$ cat src/rtl/elapsed_time_counter.sv
// BCD MM:SS elapsed-time counter (00:00..99:59) driving the Number_Sig time bus.
// An internal prescaler produces one counted second every TICK_DIV clock cycles.
module elapsed_time_counter #(
   parameter int TICK_DIV = 100_000_000,
   parameter bit WRAP     = 1'b0
) (
   input  logic        CLK,
   input  logic        RST,
   input  logic        clr,
   input  logic        run,
   output logic [23:0] Number_Sig,
   output logic        sec_tick,
   output logic        overflow
);

   localparam int             PW   = (TICK_DIV > 2) ? $clog2(TICK_DIV) : 1;
   localparam logic [PW-1:0]  LAST = PW'(TICK_DIV - 1);

   logic [PW-1:0] r_presc;
   logic [3:0]    r_secU;
   logic [3:0]    r_secT;
   logic [3:0]    r_minU;
   logic [3:0]    r_minT;
   logic          r_tick;
   logic          r_ovf;

   logic          w_terminal;
   logic          w_secUCarry;
   logic          w_secTCarry;
   logic          w_minUCarry;
   logic          w_atMax;
   logic [3:0]    w_secUNext;
   logic [3:0]    w_secTNext;
   logic [3:0]    w_minUNext;
   logic [3:0]    w_minTNext;

   assign w_terminal  = (r_prescEq());
   assign w_secUCarry = (r_secU == 4'd9);
   assign w_secTCarry = w_secUCarry && (r_secT == 4'd5);
   assign w_minUCarry = w_secTCarry && (r_minU == 4'd9);
   assign w_atMax     = w_minUCarry && (r_minT == 4'd9);

   function automatic logic r_prescEq();
      return (r_presc == LAST);
   endfunction

   // One-second increment of the BCD cascade; the 99:59 -> 00:00 rollover falls out
   // naturally and is suppressed in the register block when saturating.
   always_comb begin
      w_secUNext = w_secUCarry ? 4'd0 : r_secU + 4'd1;
      w_secTNext = r_secT;
      w_minUNext = r_minU;
      w_minTNext = r_minT;
      if (w_secUCarry) begin
         w_secTNext = (r_secT == 4'd5) ? 4'd0 : r_secT + 4'd1;
      end
      if (w_secTCarry) begin
         w_minUNext = (r_minU == 4'd9) ? 4'd0 : r_minU + 4'd1;
      end
      if (w_minUCarry) begin
         w_minTNext = (r_minT == 4'd9) ? 4'd0 : r_minT + 4'd1;
      end
   end

   // Priority RST > clr > run > hold; a tick updates the digits on the same edge.
   always_ff @(posedge CLK or posedge RST) begin
      if (RST) begin
         r_presc <= '0;
         r_secU  <= 4'd0;
         r_secT  <= 4'd0;
         r_minU  <= 4'd0;
         r_minT  <= 4'd0;
         r_tick  <= 1'b0;
         r_ovf   <= 1'b0;
      end else if (clr) begin
         r_presc <= '0;
         r_secU  <= 4'd0;
         r_secT  <= 4'd0;
         r_minU  <= 4'd0;
         r_minT  <= 4'd0;
         r_tick  <= 1'b0;
         r_ovf   <= 1'b0;
      end else if (run && w_terminal) begin
         r_presc <= '0;
         r_tick  <= 1'b1;
         if (w_atMax && !WRAP) begin
            r_ovf <= 1'b1;
         end else begin
            r_secU <= w_secUNext;
            r_secT <= w_secTNext;
            r_minU <= w_minUNext;
            r_minT <= w_minTNext;
            if (WRAP) begin
               r_ovf <= w_atMax;
            end
         end
      end else if (run) begin
         r_presc <= r_presc + 1'b1;
         r_tick  <= 1'b0;
         if (WRAP) begin
            r_ovf <= 1'b0;
         end
      end else begin
         r_tick <= 1'b0;
         if (WRAP) begin
            r_ovf <= 1'b0;
         end
      end
   end

   assign Number_Sig = {4'h0, r_minT, r_minU, r_secT, r_secU, 4'h0};
   assign sec_tick   = r_tick;
   assign overflow   = r_ovf;

endmodule

$ cat config.mk
export PLATFORM = sky130hd
export DESIGN_NAME = elapsed_time_counter
export DESIGN_NICKNAME = d
export VERILOG_FILES = /design/src/rtl/elapsed_time_counter.sv
export SDC_FILE = /design/constraint.sdc
export NUM_CORES = 1
export LEC_CHECK = 0
export ABC_CLOCK_PERIOD_IN_PS = 2150
export CELL_PAD_IN_SITES_DETAIL_PLACEMENT = 1
export CELL_PAD_IN_SITES_GLOBAL_PLACEMENT = 1
export CORE_MARGIN = 2
export CORE_UTILIZATION = 39
export CTS_CLUSTER_SIZE = 25
export DETAILED_ROUTE_END_ITERATION = 12
export PLACE_DENSITY_LB_ADDON = 0.3
export SLEW_MARGIN = 10
export SYNTH_ARGS = -nofsm -noshare
export SYNTH_HDL_FRONTEND = slang
export SYNTH_SLANG_ARGS = --single-unit
$ cat constraint.sdc
create_clock -name CLK -period 2.15 [get_ports CLK]
set_input_delay 0.215 -clock CLK [delete_from_list [all_inputs] [get_ports CLK]]
set_output_delay 0.215 -clock CLK [all_outputs]
set_load 0.02 [all_outputs]
==> impl.org <==
** Clocking
- Number of buffers inserted by hold repair at cts :: 0
- TritonCTS built the clock tree.
- Clock buffers created by TritonCTS :: 5
- Number of sinks handled by clock tree synthesis :: 45
- In this run the number of H-tree levels came out at 2.
- In this run the deepest clock path goes through 2 buffers.
- Clock latency on the worst-skew pair, taken at its later pin, is 0.31 ns.
- Clock edge transition at the registers on the reported setup and hold paths :: ~0.090 ns
- Root Buffer Master :: sky130_fd_sc_hd__clkbuf_8

** Run status
- Status :: finished, final reports clean

** Synthesis
- The netlist uses 50 different library cells.
- Synthesis produced a netlist whose cell count is around 280.
- For this run, the register share of the synthesized area comes to 0.4257.
- Post-Synthesis Cell Area :: 2645 sq um
- The synthesized design contains 0 enable-type register cells.
- The Yosys step of the flow raised 0 warnings.
- Number of register bits inferred by synthesis :: 45
- For this run, asynchronously set or reset flops after synthesis account for 1.000.
- The most used flip-flop cell after synthesis is sky130_fd_sc_hd__dfrtp_1.
- Each instance of the synthesized netlist takes up on average just over 9 sq um.

** Placed design
- Half-perimeter wire length after detailed placement :: about 5000 microns
- Buffers placed on the I/O ports in this run total 21.
- Counting tap cells, the placed design contains a total of 400 instances.
- Once placement finished, the instance area stood at a little over 3000 sq um.
- GPL Wtd Cong :: just under 0.8

** Worst hold path
- Worst hold path type :: in2async

** Power and ir drop
- Of the total power, the clock network draws 0.435.
- In this run the power spent charging and discharging nets is approximately 400 uW.
- The share of total power dissipated in combinational logic is 0.077.
- Of the total power, registers draw 0.488.
- Power spread over the standard cell area amounts to 527.2 nW/um^2.
- Largest vdd supply drop :: ~0.0003 V
- Lkg Pwr :: approximately 0.0014 uW
- Share of total power consumed by net switching :: 0.2277
- The internal power of the cells totals ~1400 uW.

** Critical path
- The worst setup path is of the reg2reg kind.
- Peak fanout along the critical path :: 5
- In this design, the stage delay of the slowest critical-path cell is between 0.4 and 0.5 ns.
- The worst setup path is launched from a flop.
- Cell with the largest stage delay on the worst path :: sky130_fd_sc_hd__nor4_4
- Req. time, crit path :: ~2.4 ns
- In this run the critical register-to-register path is captured at r_secU[2].
- Reg-to-Reg Start :: r_presc[1]
- Kind of end point of the critical path :: flop
- Worst path top cell family by delay :: simple AND/OR/NAND/NOR gates
- Worst r2r path cells :: 7
- The setup check on the worst reg-to-reg path leaves a slack of 0.05 ns.
- Arrival time at the worst endpoint :: around 2.3 ns
- The number of buffers and inverters on the critical path is 1.
- The signal on the critical path passes through ha_4 > nand4_4 > nor4_4 > buf_4 > nand3_2 > or3b_1 > a21oi_2.

** Timing
- Share of the cycle needed by the critical path after routing :: 0.9780
- In this run the tightest slew margin relative to its limit is 0.6654.
- Unrepaired setup endpoints after global routing :: true
- Max Clk Rate :: around 480 MHz
- The final hold violation count came to 0.
- Final count of pins violating max slew :: 0
- Min Tclk post-route :: 2.103 ns
- Max Clock Skew :: about 0.0081 ns
- Setup violations remaining at the end of the flow were counted as 0.
- Worst-Margin Slew :: ~0.5 ns

** Floorplan
- Row cnt :: 30
- Number of ports placed on the die boundary :: 30
- From left edge to right edge, the die measures roughly 86 microns.
- Measured along the y axis, the die boundary spans approximately 86 microns.
- Initial Utilization :: 0.3959
- The die covers between 7000 and 8000 sq um.
- Area of the placeable core :: ~6700 sq um

** Drt
- Detailed Routing Iterations Pass 1 :: 4
- For this run, design rule violations remaining after detail routing come to 0.
- Total wire length :: around 7000 microns
- The final route contains 2296 vias.
- Vias per inst :: between 5 and 6
- In this run, the number of DRC markers left after iteration 0 of detailed routing was 65.
- Post-route ant nets :: 0
- Dividing the detail-routed wire length by the instance count gives roughly 17 microns.

** Final layout
- 0 antenna diodes ended up in the layout.
- Filler cells :: 773
- Fraction of layout cells with a size suffix above 1 :: 0.1869
- The library cells used most frequently in the layout, excluding fill and tap cells, are 45 x sky130_fd_sc_hd__dfrtp_1, 37 x sky130_fd_sc_hd__nor2_1, 31 x sky130_fd_sc_hd__buf_4.
- Fin cells :: between 400 and 500
- Most common library cell in the layout ignoring fill and taps :: sky130_fd_sc_hd__dfrtp_1
- After the last flow step, the layout net total stands at around 350.
- In the final layout, flip-flops and latches occupy roughly 1100 sq um.
- The area growth from synthesis to layout is 27.10%.
- After routing the design area is about 3400 sq um.
- Area occupied by multi-input gates :: between 1000 and 1500 sq um

** Global routing
- For this run the aggregate overflow at the end of global routing stands at 0.
- The first global-routing pass estimated 11480 microns of wire.
- Entering global routing, the biggest net connects 27 pins.
- Number of global-route vias before repair :: about 2300
- The number of antenna violations at the first check in global routing is 0.
- Global-route usage over all layers :: 0.1926

** Run
- Count of maximum capacitance violations :: 0
==> worst reg2reg max path, stage by stage (launching register included) <==
cell and delay [ns]:
sky130_fd_sc_hd__dfrtp_1 0.44, sky130_fd_sc_hd__ha_4 0.19, sky130_fd_sc_hd__nand4_4 0.13, sky130_fd_sc_hd__nor4_4 0.47, sky130_fd_sc_hd__buf_4 0.22, sky130_fd_sc_hd__nand3_2 0.07
sky130_fd_sc_hd__or3b_1 0.39, sky130_fd_sc_hd__a21oi_2 0.13
==> cell usage after synthesis, drive strengths merged (6+ instances only) <==
master,number,share of area
a21oi,15,0.028
and3,6,0.014
and4,6,0.020
buf,10,0.026
clkbuf,7,0.0099
dfrtp,45,0.43
ha,9,0.043
inv,6,0.0085
nand2,17,0.025
nand3,17,0.036
nand4,14,0.039
nor2,37,0.053
nor3,8,0.015
o21ai,8,0.015
xnor2,6,0.020
xor2,17,0.056
==> per-stage QoR <==
stage	util	TNS [ns]	setup WS, ns	total power, uW	hold slack [ns]
6_report	0.5032	0	0.04721	1773	0.2518
5_1_grt	0.5032	-0.2711	-0.05799	1834	0.2944
4_1_cts	0.4850	0	0.02211	1786	0.2673
3_5_place_dp	0.4650	0	0.02677	1014	0.4952
3_3_place_gp	0.4650	0	0.08811	1010	0.4799
2_1_floorplan	-	0	0.1231	965.3	0.4315
==> sequential cells by signal, indices dropped and copies added, names as in the netlist <==
signal    flops
r_secT        4
overflow      1
r_minT        4
r_presc      27
r_secU        4
r_minU        4
sec_tick      1
==> per-layer routing <==
layer  global-route usage  vias to the layer above  share of wire  wire length (microns)
met4              0.04688                        0         0.0096                     69
met5                    0                        -              0                      0
li1                     -                     1103              -                      -
met1               0.2443                     1166           0.45                   3221
met2               0.3441                       22           0.52                   3744
met3              0.02857                        5          0.018                    126
==> cells by family after synthesis <==
| group | count (synthesis) | share of synthesized area |
|---|---|---|
| buffers and inverters | 23 | 0.04446 |
| other | 1 | 0.001418 |
| and+or+nand+nor | 141 | 0.3065 |
| adders and majority gates | 9 | 0.04257 |
| AOI/OAI and AO/OA | 38 | 0.09082 |
| xor gates and xnor gates | 23 | 0.07616 |
| muxes | 3 | 0.01230 |
| DFF | 45 | 0.4257 |
==> worst max path at each step <==
| stage | start | depth (start not counted) | slack, ns | end |
|---|---|---|---|---|
| finish | r_presc[1] | 7 | 0.05 | r_secU[2] |
| CTS | r_presc[1] | 7 | 0.02 | r_secU[2] |
| global route | r_presc[1] | 8 | -0.06 | r_minT[1] |
| floorplan | r_presc[0] | 6 | 0.12 | r_minU[1] |
| global placement | run | 6 | 0.09 | r_minU[3] |
| detailed placement | run | 6 | 0.03 | r_minU[3] |
==> power groups by stage <==
stage               Combinational, uW  Sequential (uW)  Clock (uW)
finish                            137              865         770
global route                      154              867         813
CTS                               132              864         790
detailed placement                133              881           0
global placement                  130              880           0
floorplan                        76.1              889           0
==> what timing repair did <==
action,4_1_cts,5_1_grt
setup buffers,0,9
setup endpoints to repair,0,7
resized for setup,0,13
==> area by class of cell <==
cell class              count  share of cell area
clock inverters             3             0.01935
clock buffers               5             0.02047
flip-flops and latches     45              0.3349
repair buffers             56              0.1504
multi-input cells         222              0.4384
inverters                   6            0.006699
well taps                  80             0.02977
No activity file was read; power rests on OpenSTA's default activity.
